--- config.mk ---
export PLATFORM = sky130hd
export DESIGN_NAME = sub_serial
export DESIGN_NICKNAME = d
export VERILOG_FILES = /design/src/rtl/sub_serial.sv
export SDC_FILE = /design/constraint.sdc
export NUM_CORES = 1
export LEC_CHECK = 0
export ABC_CLOCK_PERIOD_IN_PS = 1800
export BUFFER_PORTS_ARGS = -buffer_cell sky130_fd_sc_hd__buf_2
export CORE_MARGIN = 3
export CORE_UTILIZATION = 50
export DETAILED_ROUTE_END_ITERATION = 8
export PLACE_DENSITY = 0.8
export SLEW_MARGIN = 20
export SYNTH_ARGS = -nofsm -noshare
export SYNTH_HDL_FRONTEND = slang
export SYNTH_SLANG_ARGS = --single-unit
--- constraint.sdc ---
create_clock -name clk -period 1.8 [get_ports clk]
set_input_delay 0.27 -clock clk [delete_from_list [all_inputs] [get_ports clk]]
set_output_delay 0.27 -clock clk [all_outputs]
set_load 0.005 [all_outputs]
--- src/rtl/sub_serial.sv ---
// -----------------------------------------------------------------------------
// sub_serial
//
// Bit-serial N-bit subtractor: diff = a - b, processed one bit per clock,
// LSB first, through a single full-subtractor stage and a borrow flop.
// Operands are accepted with a start/in_ready handshake and completion is
// flagged by a one-cycle done pulse. One operation takes WIDTH+2 cycles
// from accept to the next possible accept.
//
// Ports
//   clk       : clock, rising edge
//   rst_n     : asynchronous active-low reset
//   start     : request, sampled only while in_ready = 1
//   a, b      : minuend / subtrahend, captured on the accepting edge
//   in_ready  : high while idle
//   diff      : a - b mod 2^WIDTH, held until the next completion
//   borrow    : unsigned borrow-out (a < b), held with diff
//   ovf       : two's-complement overflow, held with diff
//   done      : one-cycle pulse on the cycle results become valid
// -----------------------------------------------------------------------------
module sub_serial #(
  parameter int WIDTH = 8
) (
  input  logic             clk,
  input  logic             rst_n,
  input  logic             start,
  input  logic [WIDTH-1:0] a,
  input  logic [WIDTH-1:0] b,
  output logic             in_ready,
  output logic [WIDTH-1:0] diff,
  output logic             borrow,
  output logic             ovf,
  output logic             done
);

  // Counter only needs to reach WIDTH-1; sized with one bit of headroom.
  localparam int CW = ($clog2(WIDTH + 1) < 1) ? 1 : $clog2(WIDTH + 1);
  localparam logic [CW-1:0] LAST_BIT = CW'(WIDTH - 1);

  typedef enum logic [1:0] {
    IDLE  = 2'd0,
    SHIFT = 2'd1,
    DONE  = 2'd2
  } state_t;

  state_t           state;
  logic [WIDTH-1:0] sa;
  logic [WIDTH-1:0] sb;
  logic [WIDTH-1:0] sr;
  logic             bf;
  logic [CW-1:0]    cnt;
  logic             a_msb;
  logic             b_msb;

  // Full-subtractor stage on the current LSBs.
  logic             d;
  logic             bf_next;
  logic [WIDTH-1:0] sr_next;

  // NOTE: every always_comb output gets an unconditional assignment first,
  // so no path leaves a value unassigned and no latch is inferred.
  always_comb begin
    d       = sa[0] ^ sb[0] ^ bf;
    bf_next = (~sa[0] & sb[0]) | (~(sa[0] ^ sb[0]) & bf);
    // Shift without slicing so WIDTH = 1 elaborates cleanly.
    sr_next            = sr >> 1;
    sr_next[WIDTH-1]   = d;
  end

  // NOTE: sequential state uses non-blocking assignments only, so every
  // register samples pre-edge values regardless of statement order.
  always_ff @(posedge clk or negedge rst_n) begin
    if (!rst_n) begin
      state    <= IDLE;
      sa       <= '0;
      sb       <= '0;
      sr       <= '0;
      bf       <= 1'b0;
      cnt      <= '0;
      a_msb    <= 1'b0;
      b_msb    <= 1'b0;
      in_ready <= 1'b1;
      done     <= 1'b0;
      diff     <= '0;
      borrow   <= 1'b0;
      ovf      <= 1'b0;
    end else begin
      case (state)
        IDLE: begin
          if (start) begin
            sa       <= a;
            sb       <= b;
            bf       <= 1'b0;
            cnt      <= '0;
            // Operand signs are kept for the overflow decision at the end,
            // since sa/sb are shifted away by then.
            a_msb    <= a[WIDTH-1];
            b_msb    <= b[WIDTH-1];
            in_ready <= 1'b0;
            state    <= SHIFT;
          end
        end

        SHIFT: begin
          sa  <= sa >> 1;
          sb  <= sb >> 1;
          bf  <= bf_next;
          sr  <= sr_next;
          cnt <= cnt + CW'(1);
          if (cnt == LAST_BIT) begin
            // d is the result MSB on this edge.
            diff   <= sr_next;
            borrow <= bf_next;
            ovf    <= (a_msb ^ b_msb) & (d ^ a_msb);
            done   <= 1'b1;
            state  <= DONE;
          end
        end

        DONE: begin
          done     <= 1'b0;
          in_ready <= 1'b1;
          state    <= IDLE;
        end

        default: begin
          done     <= 1'b0;
          in_ready <= 1'b1;
          state    <= IDLE;
        end
      endcase
    end
  end

endmodule

==> Word level (Yosys, flattened, before mapping) <==
Index checks and enable logic that the tools add are counted.
{ "classes": {"n_reduce_logical": 8, "eq_ne": 4, "n_mux": 14, "bitwise_logic": 12, "n_addsub": 1} }
{ "op_table": {"columns": ["op", "count"], "rows": [
  ["$pmux 8 s2", 2],
  ["$mux 8", 2],
  ["$reduce_and 2->1", 6],
  ["$pmux 4 s2", 1],
  ["$pmux 1 s2", 3],
  ["$add 4x1->4 const B", 1],
  ["$eq 4x3->1 const B", 1],
  ["$mux 2", 2],
  ["$mux 4", 1],
  ["$ne 2x2->1 const B", 2],
  ["$not 1->1", 4],
  ["$pmux 2 s2", 1],
  ["$xor 1x1->1", 4],
  ["$and 1x1->1", 3],
  ["$eq 2x1->1 const B", 1],
  ["$logic_not 2->1", 1],
  ["$mux 1", 2],
  ["$reduce_bool 2->1", 1],
  ["$or 1x1->1", 1]
]} }
{ "totals": {"output_inout_bits": 12, "ff_bits": 45, "word_cells": 52, "in_bits": 19} }

==> Depth between registers and ports, before layout <==
{ "depth": {"ltp_word": 5, "mapped_depth": 5} }

==> Worst setup path after synthesis <==
Ideal clock, no wire load.
{ "synth_timing": {"kind": "flip-flop to flip-flop", "from": "register sa[0]", "to": "register ovf", "synth_period_minus_slack_ps": 1524, "stages_incl_launch_ff": 5, "arrival_time_ps": 1397, "n_path_buf": 0, "setup_slack_ps": 276, "setup_ps": 127, "path_cell_list": "dfrtp_1 > fa_1 > nand2b_1 > o21ai_0 > mux2_1"} }
{ "synth_between": {"elab_chain_cells": 4} }
{ "synth_lines": {"columns": ["element", "line_no", "rtl"], "rows": [
  ["start: declaration", "47", "logic [WIDTH-1:0] sa;"],
  ["start signal: assignment", "105", "sa <= sa >> 1;"],
  ["$xor 1x1->1 (2 in a row)", "63", "d = sa[0] ^ sb[0] ^ bf;"],
  ["net d", "56", "logic d;"],
  ["$xor 1x1->1", "114", "ovf <= (a_msb ^ b_msb) & (d ^ a_msb);"],
  ["$and 1x1->1", "114", null],
  ["end signal: assignment", "114", null],
  ["end: declaration", "32", "output logic ovf,"]
]} }
The timed path passes the listed nets, and every way through them passes these cells.
A chain may end at the register's enable or synchronous reset.

==> Final worst setup path <==
Ends and elaborated chain as after synthesis.

==> results.txt <==
The count of flip-flops with a built-in enable after synthesis came out at 0. The latest clock arrival within the worst-skew pair is 0.30 ns. The final weighted congestion in routability-driven placement is 0.768. In this design, the largest share of critical-path delay is due to adder cells.

31 I/O pins were placed. Routed signal wires occupy layers up through met4. The power per cell area is 1820 nW/µm². Counting every net in the synthesized netlist gives 192. The number of cells on the critical path is 4. The global-route wire length before repair is 6.80 mm. The number of fill cells came out at 268. The share of the clock period used by the worst path is 92.0%. Timing analysis after detailed placement gives a worst setup slack of 0.141 ns. The maximum number of pins on one net before global-route repair came out at 45. Derived from the worst setup path, the maximum achievable clock frequency is 0.604 GHz.

In this run, the number of DRC markers left after iteration 0 of detailed routing was 88. For the pin with the worst max-slew slack, the measured transition is 0.572 ns. The gate count after technology mapping came out at 171.

On the critical path, the stage with the largest delay is an instance of fa_1. The detailed router placed 1404 vias in this run. The initial antenna violation count came out at 0. The placeable core area is 3490 µm². The number of global-route vias before repair is 1511. The synthesized area divided by synthesized cell count came out at 11.1 µm².

STA classifies the critical path endpoint as a flop. The count of pins over their slew limit is 0. Among all flip-flop cells after synthesis, the most frequent one is dfrtp_1. Of the post-synthesis cell area, the dominant cell type holds 56.7%. The worst-case headroom to the max-slew limit came out at 61.8%.

The critical-path maximum fanout came out at 4. Setup violations remaining at the end of the flow were counted as 0. The length of routed met3 wiring is 204 µm.

The total count of hold-check failures in the final report is 0. In this run the vertical extent of the chip is 67.6 µm. The post-synthesis sequential element count is 44. The number of antenna diodes is 0. The classification of the worst-slack hold path is in -> async. The number of different library cells in the post-synthesis netlist came out at 27.

The global-route usage over all layers is 20.5%. The post-route worst setup slack is 0.143 ns. The initialized floorplan defines 21 standard-cell rows.

For this run, asynchronously set or reset flops after synthesis account for 100%. The synthesized netlist occupies a cell area of 1900 µm². Clock-pin slew was measured on the worst setup and hold paths at 0.08 ns.

The type of the worst setup path is reg -> reg. Gates resized during post-CTS repair numbered 0. The detailed-route wire length per cell came out at 15.3 µm. The die extent in x came out at 67.6 µm.

The setup skew after layout came out at 0.00933 ns. The number of buffers and inverters on the critical path came out at 0. The leakage power figure came out at 1.11 nW. The remaining global-route overflow is 0.

For this run, the number of Yosys warnings is 0. The met1 wire length is 1.71 mm. The minimum clock period after layout is 1.66 ns. Ranked by total cell area, the synthesized netlist is headed by dfrtp_1 57%, a22oi_1 10%, nand2_1 5.9%.

The signed area change from the synthesized netlist to the final layout is 20.6%. The number of hold-repair buffers added at the cts stage is 0. Summed over all nets, wire length on met2 after detailed routing comes to 1.96 mm.

The total CTS buffers came out at 5. The count of nets after finishing is 229. The accumulated negative setup slack is 0 ns. The total routed wirelength came out at 3.91 mm.

The post-route netlist has 26.3% of its cells at a drive strength greater than 1. Measured on the finished design, the core utilization comes to 65.4%. TritonCTS built the clock tree. The worst setup path is launched from a flop. The flow ran to the end, and the final reports show no timing, DRC or antenna violations. The number of port buffers is 30.

The largest single stage delay on the critical path is 0.63 ns. The worst-case IR drop observed on VDD is 1.29 mV. The remaining antenna violation count after routing is 0. The number of maximum-capacitance violations came out at 0. The number of levels in the clock H-tree came out at 2. The number of detailed-routing iterations run before antenna repair is 4. The biggest area contributor in the post-synthesis netlist is dfrtp_1.

The arrival time at the worst endpoint is 1.84 ns. The critical path goes through fa_1, nand2b_1, o21ai_0, mux2_1. The clock root buffer is clkbuf_8. Of the synthesized area, sequential elements account for 58.1%.

The required time of the critical path came out at 1.99 ns. The via density per instance is 5.51. Clock tree synthesis found a total of 44 sinks. The area of the die came out at 4570 µm². Setup repair after global routing left no endpoint under its margin. The number of DRC violations after detailed routing came out at 0. The worst reg-to-reg path cell count came out at 4. The maximum buffer depth of the clock tree is 2. The starting density of the core came out at 54.3%. The number of setup buffers added after CTS is 0. The wire-length estimate of the detail-placed layout is 2.71 mm.
[layout by cell type (no fill, tap or decap), types with 2 or more instances in the layout]
cell / netlist / routed
a22o_1: 2 / 2
dfrtp_1: 43 / 43
nor2b_1: 2 / 2
bufinv_16: 0 / 3
mux2_2: 5 / 5
a21oi_1: 3 / 3
nand2_1: 30 / 30
nand3_1: 2 / 2
nor2_1: 2 / 2
and3b_1: 2 / 2
inv_1: 5 / 5
clkbuf_8: 0 / 5
buf_2: 5 / 30
mux2_1: 7 / 7
a22oi_1: 26 / 26
nand2b_1: 2 / 2
buf_4: 0 / 10
o21ai_0: 20 / 20
[routing by layer]
layer / track usage [%] / vias up
met5: 0 / -
met4: 9.62 / 0
met3: 6.99 / 2
met2: 33.3 / 34
met1: 24.3 / 686
li1: - / 682
[metrics by stage]
step / power, mW / area, µm² / hold WS [ns] / cells
4_1_cts: 4.21 / 2290 / 0.0494 / 255
6_report: 4.16 / 2290 / 0.0415 / 255
3_3_place_gp: 3.06 / 2130 / 0.358 / 247
3_5_place_dp: 3.17 / 2130 / 0.376 / 247
2_1_floorplan: 2.62 / 1900 / -0.0256 / 171
5_1_grt: 4.51 / 2290 / 0.0715 / 255
[power breakdown]
part	total [mW]	internal [mW]	switching, mW
combinational	1.38	0.663	0.713
clock	1.03	0.694	0.335
sequential	1.76	1.43	0.334
[final cells by class]
class	instances	area (µm²)	area share, %
clock inverter	3	90.1	3.94
clock buffer	5	68.8	3.01
timing repair buffer	40	225	9.85
tap	46	57.6	2.52
multi-input combinational	112	724	31.7
inverter	5	18.8	0.821
sequential	44	1100	48.2
[worst register-to-register path, stage by stage, from the launching register on]
cell	delay, ns
dfrtp_1	0.42
fa_1	0.63
nand2b_1	0.12
o21ai_0	0.08
mux2_1	0.29
[path summary, 6_finish.rpt]
check / from / slack, ns / end
worst max-delay path: sa[0]$_DFFE_PN0P_ / 0.14 / ovf$_DFFE_PN0P_
worst min-delay path: rst_n / 0.04 / sa[1]$_DFFE_PN0P_
worst max register to register: sa[0]$_DFFE_PN0P_ / 0.14 / ovf$_DFFE_PN0P_
worst min register to register: sr[1]$_DFFE_PN0P_ / 0.48 / sr[1]$_DFFE_PN0P_
max in group asynchronous: rst_n / 1.39 / state[1]$_DFFE_PN0P_
min in group clk: a[7] / 0.22 / a_msb$_DFFE_PN0P_
[state kept, by name (all words and copies together), names as in the netlist]
register  count
sr            7
in_ready      1
cnt           4
b_msb         1
a_msb         1
done          1
sb            8
diff          8
borrow        1
sa            8
state         2
ovf           1
bf            1
[cell usage after synthesis (2+ instances only)]
cell      instances
a22oi_1          26
o21ai_0          20
buf_2             5
inv_1             5
mux2_1            7
and3b_1           2
nor2_1            2
a21oi_1           3
clkbuf_1          4
nand2_1          30
a22o_1            2
mux2_2            5
dfrtp_1          43
nand2b_1          2
nor2b_1           2
nand3_1           2
[cell families after synthesis]
kind of cell / synth area share [%]
compound gates: 18.5
fa+ha+maj: 1.71
buf+inv: 3.69
flops: 58.1
mux: 7.65
simple gates: 10.3
(Power assumes the default switching activity.)
